===== src/rtl/riscv_sim_pkg.sv =====
// rtl/riscv_sim_pkg.sv - shared types for the RISC-V run monitor
package riscv_sim_pkg;

    localparam int unsigned TRACE_XLEN = 32;

    typedef enum logic [1:0] {HOLD, RUN, HALTED} state_e;

    typedef enum logic [1:0] {NONE, RD, PC, TIMEOUT} cause_e;

    typedef struct packed {
        logic [TRACE_XLEN-1:0] pc;
        logic [4:0]            rd;
        logic [TRACE_XLEN-1:0] data;
    } trace_entry_t;

endpackage


===== src/rtl/riscv_run_monitor_trace_ring.sv =====
// rtl/riscv_run_monitor_trace_ring.sv - newest-first ring of recent write-backs
module trace_ring #(
    parameter int unsigned DEPTH = 8,
    parameter int unsigned W     = 69
) (
    input  logic                     clk,
    input  logic                     reset,
    input  logic                     push,
    input  logic [W-1:0]             push_data,
    input  logic [$clog2(DEPTH)-1:0] rd_idx,
    output logic                     rd_valid,
    output logic [W-1:0]             rd_data,
    output logic [$clog2(DEPTH):0]   count
);
    localparam int unsigned IDX_W = $clog2(DEPTH);

    logic [W-1:0]     mem_q [DEPTH];
    logic [IDX_W-1:0] wptr_q, wptr_d, rd_ptr;
    logic [IDX_W:0]   count_q, count_d;

    // Storage needs no reset: count_q alone decides which slots are readable.
    always_ff @(posedge clk) begin
        if (push) begin
            mem_q[wptr_q] <= push_data;
        end
    end

    always_comb begin
        wptr_d  = wptr_q;
        count_d = count_q;
        if (push) begin
            wptr_d = wptr_q + 1'b1;
            if (count_q != (IDX_W+1)'(DEPTH)) begin
                count_d = count_q + 1'b1;
            end
        end
    end

    always_ff @(posedge clk) begin
        if (reset) begin
            wptr_q  <= '0;
            count_q <= '0;
        end else begin
            wptr_q  <= wptr_d;
            count_q <= count_d;
        end
    end

    assign rd_ptr   = wptr_q - IDX_W'(1) - rd_idx;
    assign rd_valid = ({1'b0, rd_idx} < count_q);
    assign rd_data  = rd_valid ? mem_q[rd_ptr] : '0;
    assign count    = count_q;

endmodule


===== src/rtl/riscv_run_monitor.sv =====
// rtl/riscv_run_monitor.sv - core reset sequencer, halt detector and write-back tracer
module riscv_run_monitor
    import riscv_sim_pkg::*;
#(
    parameter int unsigned     XLEN         = 32,
    parameter int unsigned     DEPTH        = 8,
    parameter int unsigned     CNT_W        = 32,
    parameter int unsigned     RESET_CYCLES = 2,
    parameter int unsigned     HALT_RD      = 7,
    parameter logic [XLEN-1:0] HALT_PC      = '0,
    parameter int unsigned     HALT_PC_EN   = 0,
    parameter int unsigned     MAX_CYCLES   = 0
) (
    input  logic                     clk,
    input  logic                     reset,
    input  logic [XLEN-1:0]          pc,
    input  logic [4:0]               rdId,
    input  logic                     regWrite,
    input  logic [XLEN-1:0]          wdata,
    output logic                     core_reset,
    output logic                     running,
    output logic                     done,
    output logic [1:0]               halt_cause,
    output logic [CNT_W-1:0]         cycle_count,
    output logic [CNT_W-1:0]         wb_count,
    input  logic [$clog2(DEPTH)-1:0] trace_idx,
    output logic                     trace_valid,
    output logic [XLEN-1:0]          trace_pc,
    output logic [4:0]               trace_rd,
    output logic [XLEN-1:0]          trace_data,
    output logic [$clog2(DEPTH):0]   trace_count
);
    localparam int unsigned HOLD_W  = $clog2(RESET_CYCLES + 1);
    localparam int unsigned ENTRY_W = 2 * XLEN + 5;

    state_e             state_q, state_d;
    cause_e             cause_q, cause_d;
    logic [HOLD_W-1:0]  hold_q, hold_d;
    logic [CNT_W-1:0]   cyc_q, cyc_d, wb_q, wb_d;
    logic               in_run, wb_fire, hit_rd, hit_pc, hit_to, halt;
    logic [ENTRY_W-1:0] rd_entry;

    assign in_run  = (state_q == RUN);
    assign wb_fire = in_run && regWrite && (rdId != 5'd0);
    assign hit_rd  = wb_fire && (HALT_RD != 0) && (rdId == 5'(HALT_RD));
    assign hit_pc  = in_run && (HALT_PC_EN != 0) && (pc == HALT_PC);
    assign hit_to  = in_run && (MAX_CYCLES != 0) && (cyc_q == CNT_W'(MAX_CYCLES - 1));
    assign halt    = hit_rd || hit_pc || hit_to;

    always_ff @(posedge clk) begin
        if (reset) begin
            state_q <= HOLD;
        end else begin
            state_q <= state_d;
        end
    end

    always_comb begin
        state_d = state_q;
        case (state_q)
            HOLD:    if (hold_q == HOLD_W'(RESET_CYCLES)) state_d = RUN;
            RUN:     if (halt) state_d = HALTED;
            HALTED:  state_d = HALTED;
            default: state_d = HOLD;
        endcase
    end

    always_comb begin
        core_reset = (state_q == HOLD);
        running    = (state_q == RUN);
        done       = (state_q == HALTED);
    end

    // The halting cycle still counts and traces; HALTED freezes everything.
    always_comb begin
        hold_d  = hold_q;
        cyc_d   = cyc_q;
        wb_d    = wb_q;
        cause_d = cause_q;
        if (state_q == HOLD && hold_q != HOLD_W'(RESET_CYCLES)) begin
            hold_d = hold_q + 1'b1;
        end
        if (in_run) begin
            cyc_d = cyc_q + 1'b1;
            if (wb_fire) wb_d = wb_q + 1'b1;
            if (hit_rd)      cause_d = RD;
            else if (hit_pc) cause_d = PC;
            else if (hit_to) cause_d = TIMEOUT;
        end
    end

    always_ff @(posedge clk) begin
        if (reset) begin
            hold_q  <= '0;
            cyc_q   <= '0;
            wb_q    <= '0;
            cause_q <= NONE;
        end else begin
            hold_q  <= hold_d;
            cyc_q   <= cyc_d;
            wb_q    <= wb_d;
            cause_q <= cause_d;
        end
    end

    assign halt_cause  = cause_q;
    assign cycle_count = cyc_q;
    assign wb_count    = wb_q;

    trace_ring #(
        .DEPTH (DEPTH),
        .W     (ENTRY_W)
    ) u_trace_ring (
        .clk       (clk),
        .reset     (reset),
        .push      (wb_fire),
        .push_data ({pc, rdId, wdata}),
        .rd_idx    (trace_idx),
        .rd_valid  (trace_valid),
        .rd_data   (rd_entry),
        .count     (trace_count)
    );

    assign trace_pc   = rd_entry[ENTRY_W-1 -: XLEN];
    assign trace_rd   = rd_entry[XLEN +: 5];
    assign trace_data = rd_entry[XLEN-1:0];

endmodule

===== config.mk =====
export PLATFORM = sky130hd
export DESIGN_NAME = riscv_run_monitor
export DESIGN_NICKNAME = d
export VERILOG_FILES = /design/src/rtl/riscv_sim_pkg.sv /design/src/rtl/riscv_run_monitor_trace_ring.sv /design/src/rtl/riscv_run_monitor.sv
export SDC_FILE = /design/constraint.sdc
export NUM_CORES = 1
export LEC_CHECK = 0
export ABC_CLOCK_PERIOD_IN_PS = 10690
export BUFFER_PORTS_ARGS = -buffer_cell sky130_fd_sc_hd__buf_2
export CORE_UTILIZATION = 55
export DETAILED_ROUTE_END_ITERATION = 6
export PLACE_DENSITY = 0.83
export SLEW_MARGIN = 20
export SYNTH_ARGS = -nofsm -noshare
export SYNTH_HDL_FRONTEND = slang
export SYNTH_HIERARCHICAL = 1
export SYNTH_SLANG_ARGS = --single-unit

===== constraint.sdc =====
create_clock -name clk -period 10.69 [get_ports clk]
set_clock_uncertainty 0.1 [all_clocks]
set_input_delay 1.6035 -clock clk [delete_from_list [all_inputs] [get_ports clk]]
set_output_delay 1.6035 -clock clk [all_outputs]
set_load 0.02 [all_outputs]

-- After elaboration in Yosys (flattened, before gate mapping)
Memories as Yosys holds them, arrays and structs flattened.
Index checks and enable logic that the tools add are counted.
- flip-flop bits (word level): 76
- memory bits (writable): 552
- bits of input ports: 75
- output and inout bits: 143
- logic and storage cells: 40
- memories: 1
- $add $sub $neg: 7
- order comparisons: 1
- equal/unequal tests: 8
- mux-type cells: 6
- reduce and logical (&&, ||, !) cells: 10
- memories (name ; depth ; bits a word ; read ports ; clocked after Yosys merged registers in ; wr ports ; line ; source):
    u_trace_ring.mem_q ; 8 ; 69 ; 1 ; 0 ; 1 ; riscv_run_monitor_trace_ring.sv:17 ; logic [W-1:0] mem_q [DEPTH];
- operators by type and width (operator ; count):
    2-to-1 mux 69 bit ; 1
    adder 32 x 1 -> 32 bit, second input constant ; 2
    AND reduction 2 bit ; 4
    one-hot mux 2 bit (3 select lines) ; 1
    == test 5 x 3 -> 1 bit, second input constant ; 1
    nonzero test 5 bit ; 1
    adder 4 x 1 -> 4 bit, second input constant ; 1
    == test 2 bit, second input constant ; 2
    logical AND 1 bit ; 4
    less-than comparator 3 x 4 -> 1 bit ; 1
    2-to-1 mux 2 bit ; 2
    inequality test 2 x 1 -> 1 bit, second input constant ; 2
    inequality test 4 bit, second input constant ; 1
    adder 3 x 1 -> 3 bit, second input constant ; 1
    subtractor 3 x 1 -> 3 bit, second input constant ; 1
    subtractor 3 bit ; 1
    adder 2 x 1 -> 2 bit, second input constant ; 1
    == test 2 x 1 -> 1 bit, second input constant ; 1
    logical NOT 2 bit ; 1
    2-to-1 mux 1 bit ; 2
    inequality test 2 bit, second input constant ; 1

-- Depth between registers and ports, before layout
- depth after elaboration: 6
- depth in mapped cells: 10
- depth with buffers taken out: 8

-- By module
Netlist, hierarchy kept.
- by module, submodules not included (module ; instances ; cells each ; area an instance (µm²) ; seq. area each (µm²)):
    trace_ring ; 1 ; 941 ; 21581.9 ; 16716.0
    riscv_run_monitor ; 1 ; 408 ; 3523.4 ; 1381.3

-- Least setup slack after synthesis
No wires, ideal clock.
- kind: in2reg
- start: input regWrite
- end: memory u_trace_ring.mem_q[0][0] (enable)
- library setup time: 0.581 ns
- arrival: 7.108 ns
- required time: 10.009 ns
- slack: 2.901 ns
- cell stages on the path: 6
- buffers on the path: 1
- cells stage by stage: and2_1 o21ai_0 inv_1 clkbuf_1 nand2b_1 nor3_1
- longest elaborated chain between the ends: 4
- RTL lines (item ; line ; source):
    from (decl) ; riscv_run_monitor.sv:18 ; input logic regWrite,
    logical AND 1 bit (2 in a row) ; riscv_run_monitor.sv:44 ; assign wb_fire = in_run && regWrite && (rdId != 5'd0);
    named net wb_fire ; riscv_run_monitor.sv:40 ; logic in_run, wb_fire, hit_rd, hit_pc, hit_to, halt;
    2-to-1 mux 1 bit ; riscv_run_monitor_trace_ring.sv:23 ; if (push) begin
    2-to-1 mux 1 bit (not written as such) ; riscv_run_monitor_trace_ring.sv:24 ; mem_q[wptr_q] <= push_data;
    to (decl) ; riscv_run_monitor_trace_ring.sv:17 ;
The timed path passes the listed nets, and every way through them passes these cells.

-- Final worst setup path
- start: input trace_idx[0]
- end: output trace_pc[18]
- longest elaborated chain between the ends: 3
- elaborated cells between the ends (all ways): 4
- those cells by class: add/sub: 1; order compare: 1; mux: 1; memory: 1
- RTL lines (item ; line ; source):
    from (decl) ; riscv_run_monitor.sv:26 ; input logic [$clog2(DEPTH)-1:0] trace_idx,
    subtractor 3 bit ; riscv_run_monitor_trace_ring.sv:49 ; assign rd_ptr = wptr_q - IDX_W'(1) - rd_idx;
    memory read (8 x 69 bit) ; n/a ;
    2-to-1 mux 69 bit * ; riscv_run_monitor_trace_ring.sv:51 ; assign rd_data = rd_valid ? mem_q[rd_ptr] : '0;
    to (decl) ; riscv_run_monitor.sv:28 ; output logic [XLEN-1:0] trace_pc,
Every way passes the cells marked *; elsewhere a longest branch is shown, timed or not.

==> run summary <==
### Run status
• finished, final reports clean — result of the run

### Synth
• 18.6 µm² — Syn Area/Cell
• 1,349 — number of instances in the synthesized netlist
• 0.0251 mm² — netlist area before placement
• 66.0% — post-synth top area share
• 552 — Post-synth EDFFs
• 72.1% — part of the Yosys area used for sequential elements
• edfxtp_1 — top cell type by total area after synthesis
• edfxtp_1 — primary flip-flop cell chosen by synthesis mapping
• 50 — number of different library cells in the post-synthesis netlist
• 0% — fraction of registers with async set or reset after synthesis
• 1,438 — Post-Syn Nets
• 6 — yosys warns
• 628 — count of state elements after synthesis
• edfxtp_1 (66%), mux4_2 (11%), dfxtp_1 (6.1%) — synth top area cells

### Routing
• 24.5 µm — Routed WL per cell
• 54,300 µm — Detailed Route WL
• 0 — DRC violation count after routing
• 4 — number of detailed-routing iterations run before antenna repair
• 13.6k — DR vias
• 0 — final antenna-violating net count
• 1,028 — violation count after the first detailed-route iteration
• 6.13 — via count normalized by instance count

### Cells and area
• 28.7% — fraction of final layout cells sized beyond drive strength 1
• 2,948 — layout filler cell count
• 0.00655 mm² — multi-input combinational cell area
• 1,654 — number of nets in the layout
• 64.1% — utilization of the core after routing
• 0.0181 mm² — FF/Latch Area
• 14.0% — area delta synth->final

### Timing
• 0 ps — sum of negative setup slack
• false — RSZ-0062 raised after global routing
• 0 — # setup viols final
• 1060 ps — worst slew pin tran
• 0 — Final Hold Vio Count
• 0 — max-slew violation count
• 0.150 GHz — FMAX
• 6680 ps — min cycle time layout
• 29.6% — worst slew slack as a fraction of its limit
• 62.5% — final cycle utilization of the critical path

### Place
• 29,700 µm — placed wire-length estimate after detailed placement
• 0.788 — placer congestion estimate
• 216 — PortBufs

### Floorplan
• 218 — I/O pin count
• 77 — number of core rows
• 216 µm — Die Wd
• 216 µm — DIE HEIGHT
• 0.0446 mm² — CORE AREA
• 56.3% — effective utilization at floorplan
• 0.0465 mm² — Die Area

### Clock tree
• 2 — htree depth
• 0 — Post-CTS Hold Buffers
• clkbuf_16 — CTS root buf
• 50 ps — post-CTS clock slew at the launch and capture registers of the worst setup and hold paths
• 3 — maximum root-to-sink buffer count
• 628 — sinks on the clock net
• 640 ps — insertion delay of the later-clocked pin in the worst-skew pair
• built — clock tree from TritonCTS
• 0 — Resized cells post-CTS
• 0 — post-CTS setup buffers
• 60 — clock buffers created by TritonCTS

### Setup path
• input pin — startpoint type of the worst setup path
• 66 — critical-path maximum fanout
• 4980 ps — data arrival time of the critical path
• input pin to primary output — path type of the worst setup path
• 8990 ps — required time at the worst-slack endpoint
• primary output — Worst setup EP type
• 6550 ps — setup slack of the worst register-to-register path

### Hold path
• flop to flop — hold crit path type

### Global routing
• 23.5% — aggregate global-route resource usage
• 13.9k — vias in the first global route
• 14 — antenna violations before repair
• 81,900 µm — global-route wire length before repair
• 101 — pin count of the biggest net entering global routing
• 0 — overflow left after global routing

### Power
• 126 µV — Max IR drop VDD
• 9.78 nW — cell leakage power
• 192 mW/mm² — Pwr Density

### Run
• 0 — Max Cap Viol

-- registers in the layout, summed over array words and instances, names as in the netlist --
register	count
wb_count	32
hold_q	2
u_trace_ring/mem_q	552
halt_cause	1
state_q	2
cycle_count	32
u_trace_ring/count	4
u_trace_ring/wptr_q	3
-- power breakdown --
part	total, mW	switching, mW	internal [mW]
sequential	2.74	0.0189	2.72
clock	2.03	0.892	1.14
combinational	0.730	0.408	0.322
-- critical path: stages --
cell,delay (ps)
buf_2,100
inv_1,60
ha_4,160
fa_4,1430
buf_4,580
mux4_2,400
mux2i_1,210
a21oi_1,130
buf_2,250
-- cells in the final DEF (no fill, tap or decap), drive strengths merged, types with 4 or more instances in the layout --
master,n
edfxtp,552
buf,235
mux4,138
a21oi,107
dfxtp,76
clkbuf,75
mux2i,72
nor2,45
or4,28
clkinv,27
o31ai,26
nand3,24
nand2,22
inv,22
nand4,18
nor2b,14
ha,13
mux2,13
and4,12
nor4,12
xnor2,12
xor2,11
o21ai,10
diode,8
and2,8
or3,7
nand2b,6
and3,5
bufinv,4
-- layout make-up --
class | instances | area share, %
tap | 592 | 2.59
sequential | 628 | 63.2
inverter | 20 | 0.262
antenna | 8 | 0.0700
clock inverter | 35 | 1.18
timing repair buffer | 235 | 4.33
multi-input combinational | 620 | 22.9
clock buffer | 75 | 5.44
-- cell usage after synthesis, types with 8 or more instances --
library cell	n
edfxtp_1	552
mux4_2	126
a21oi_1	107
dfxtp_1	76
mux2i_1	72
nor2_1	45
clkbuf_1	34
or4_1	27
o31ai_1	26
nand3_1	23
nand2_1	22
inv_1	19
nand4_1	17
buf_6	16
buf_2	14
nor2b_1	14
ha_1	13
and4_1	12
mux4_1	12
nor4_1	12
mux2_1	11
xnor2_1	11
xor2_1	11
buf_1	10
o21ai_0	10
and2_1	8
-- kinds of logic after synthesis --
| family | synth area share (%) |
|---|---|
| adders and majority gates | 0.728 |
| and+or+nand+nor | 4.65 |
| buffers and inverters | 2.19 |
| other | 0.0149 |
| xor gates and xnor gates | 0.832 |
| DFF | 72.1 |
| AOI/OAI and AO/OA | 3.48 |
| muxes | 16.0 |
-- stage by stage --
stage	std cells	instance area, µm²	power, mW	hold WS [ps]	setup WS (ps)
6_report	2213	28600	5.49	363	4010
5_1_grt	2209	28600	5.67	400	3890
4_1_cts	2204	28600	5.54	369	3960
3_5_place_dp	2094	26700	3.52	356	4010
3_3_place_gp	2094	26700	3.50	357	4000
2_1_floorplan	1349	25100	3.34	370	2900
-- layer usage --
layer  global-route usage (%)  vias to the layer above  wire length, µm
met1                     29.4                     6991            20300
met2                     40.5                      527            28600
met4                     7.54                       12             1310
met5                        0                        -               75
li1                         -                     5937                -
met3                     5.57                      101             4020
-- final timing paths --
kind / start / endpoint / cells after the start
min: halt_cause[0] / halt_cause[0] / 2
max: trace_idx[0] / trace_pc[18] / 9
max reg2reg: state_q[1] / u_trace_ring/mem_q[0][31] / 9
min reg2reg: halt_cause[0] / halt_cause[0] / 2
Power figures use the tool's default switching activity.
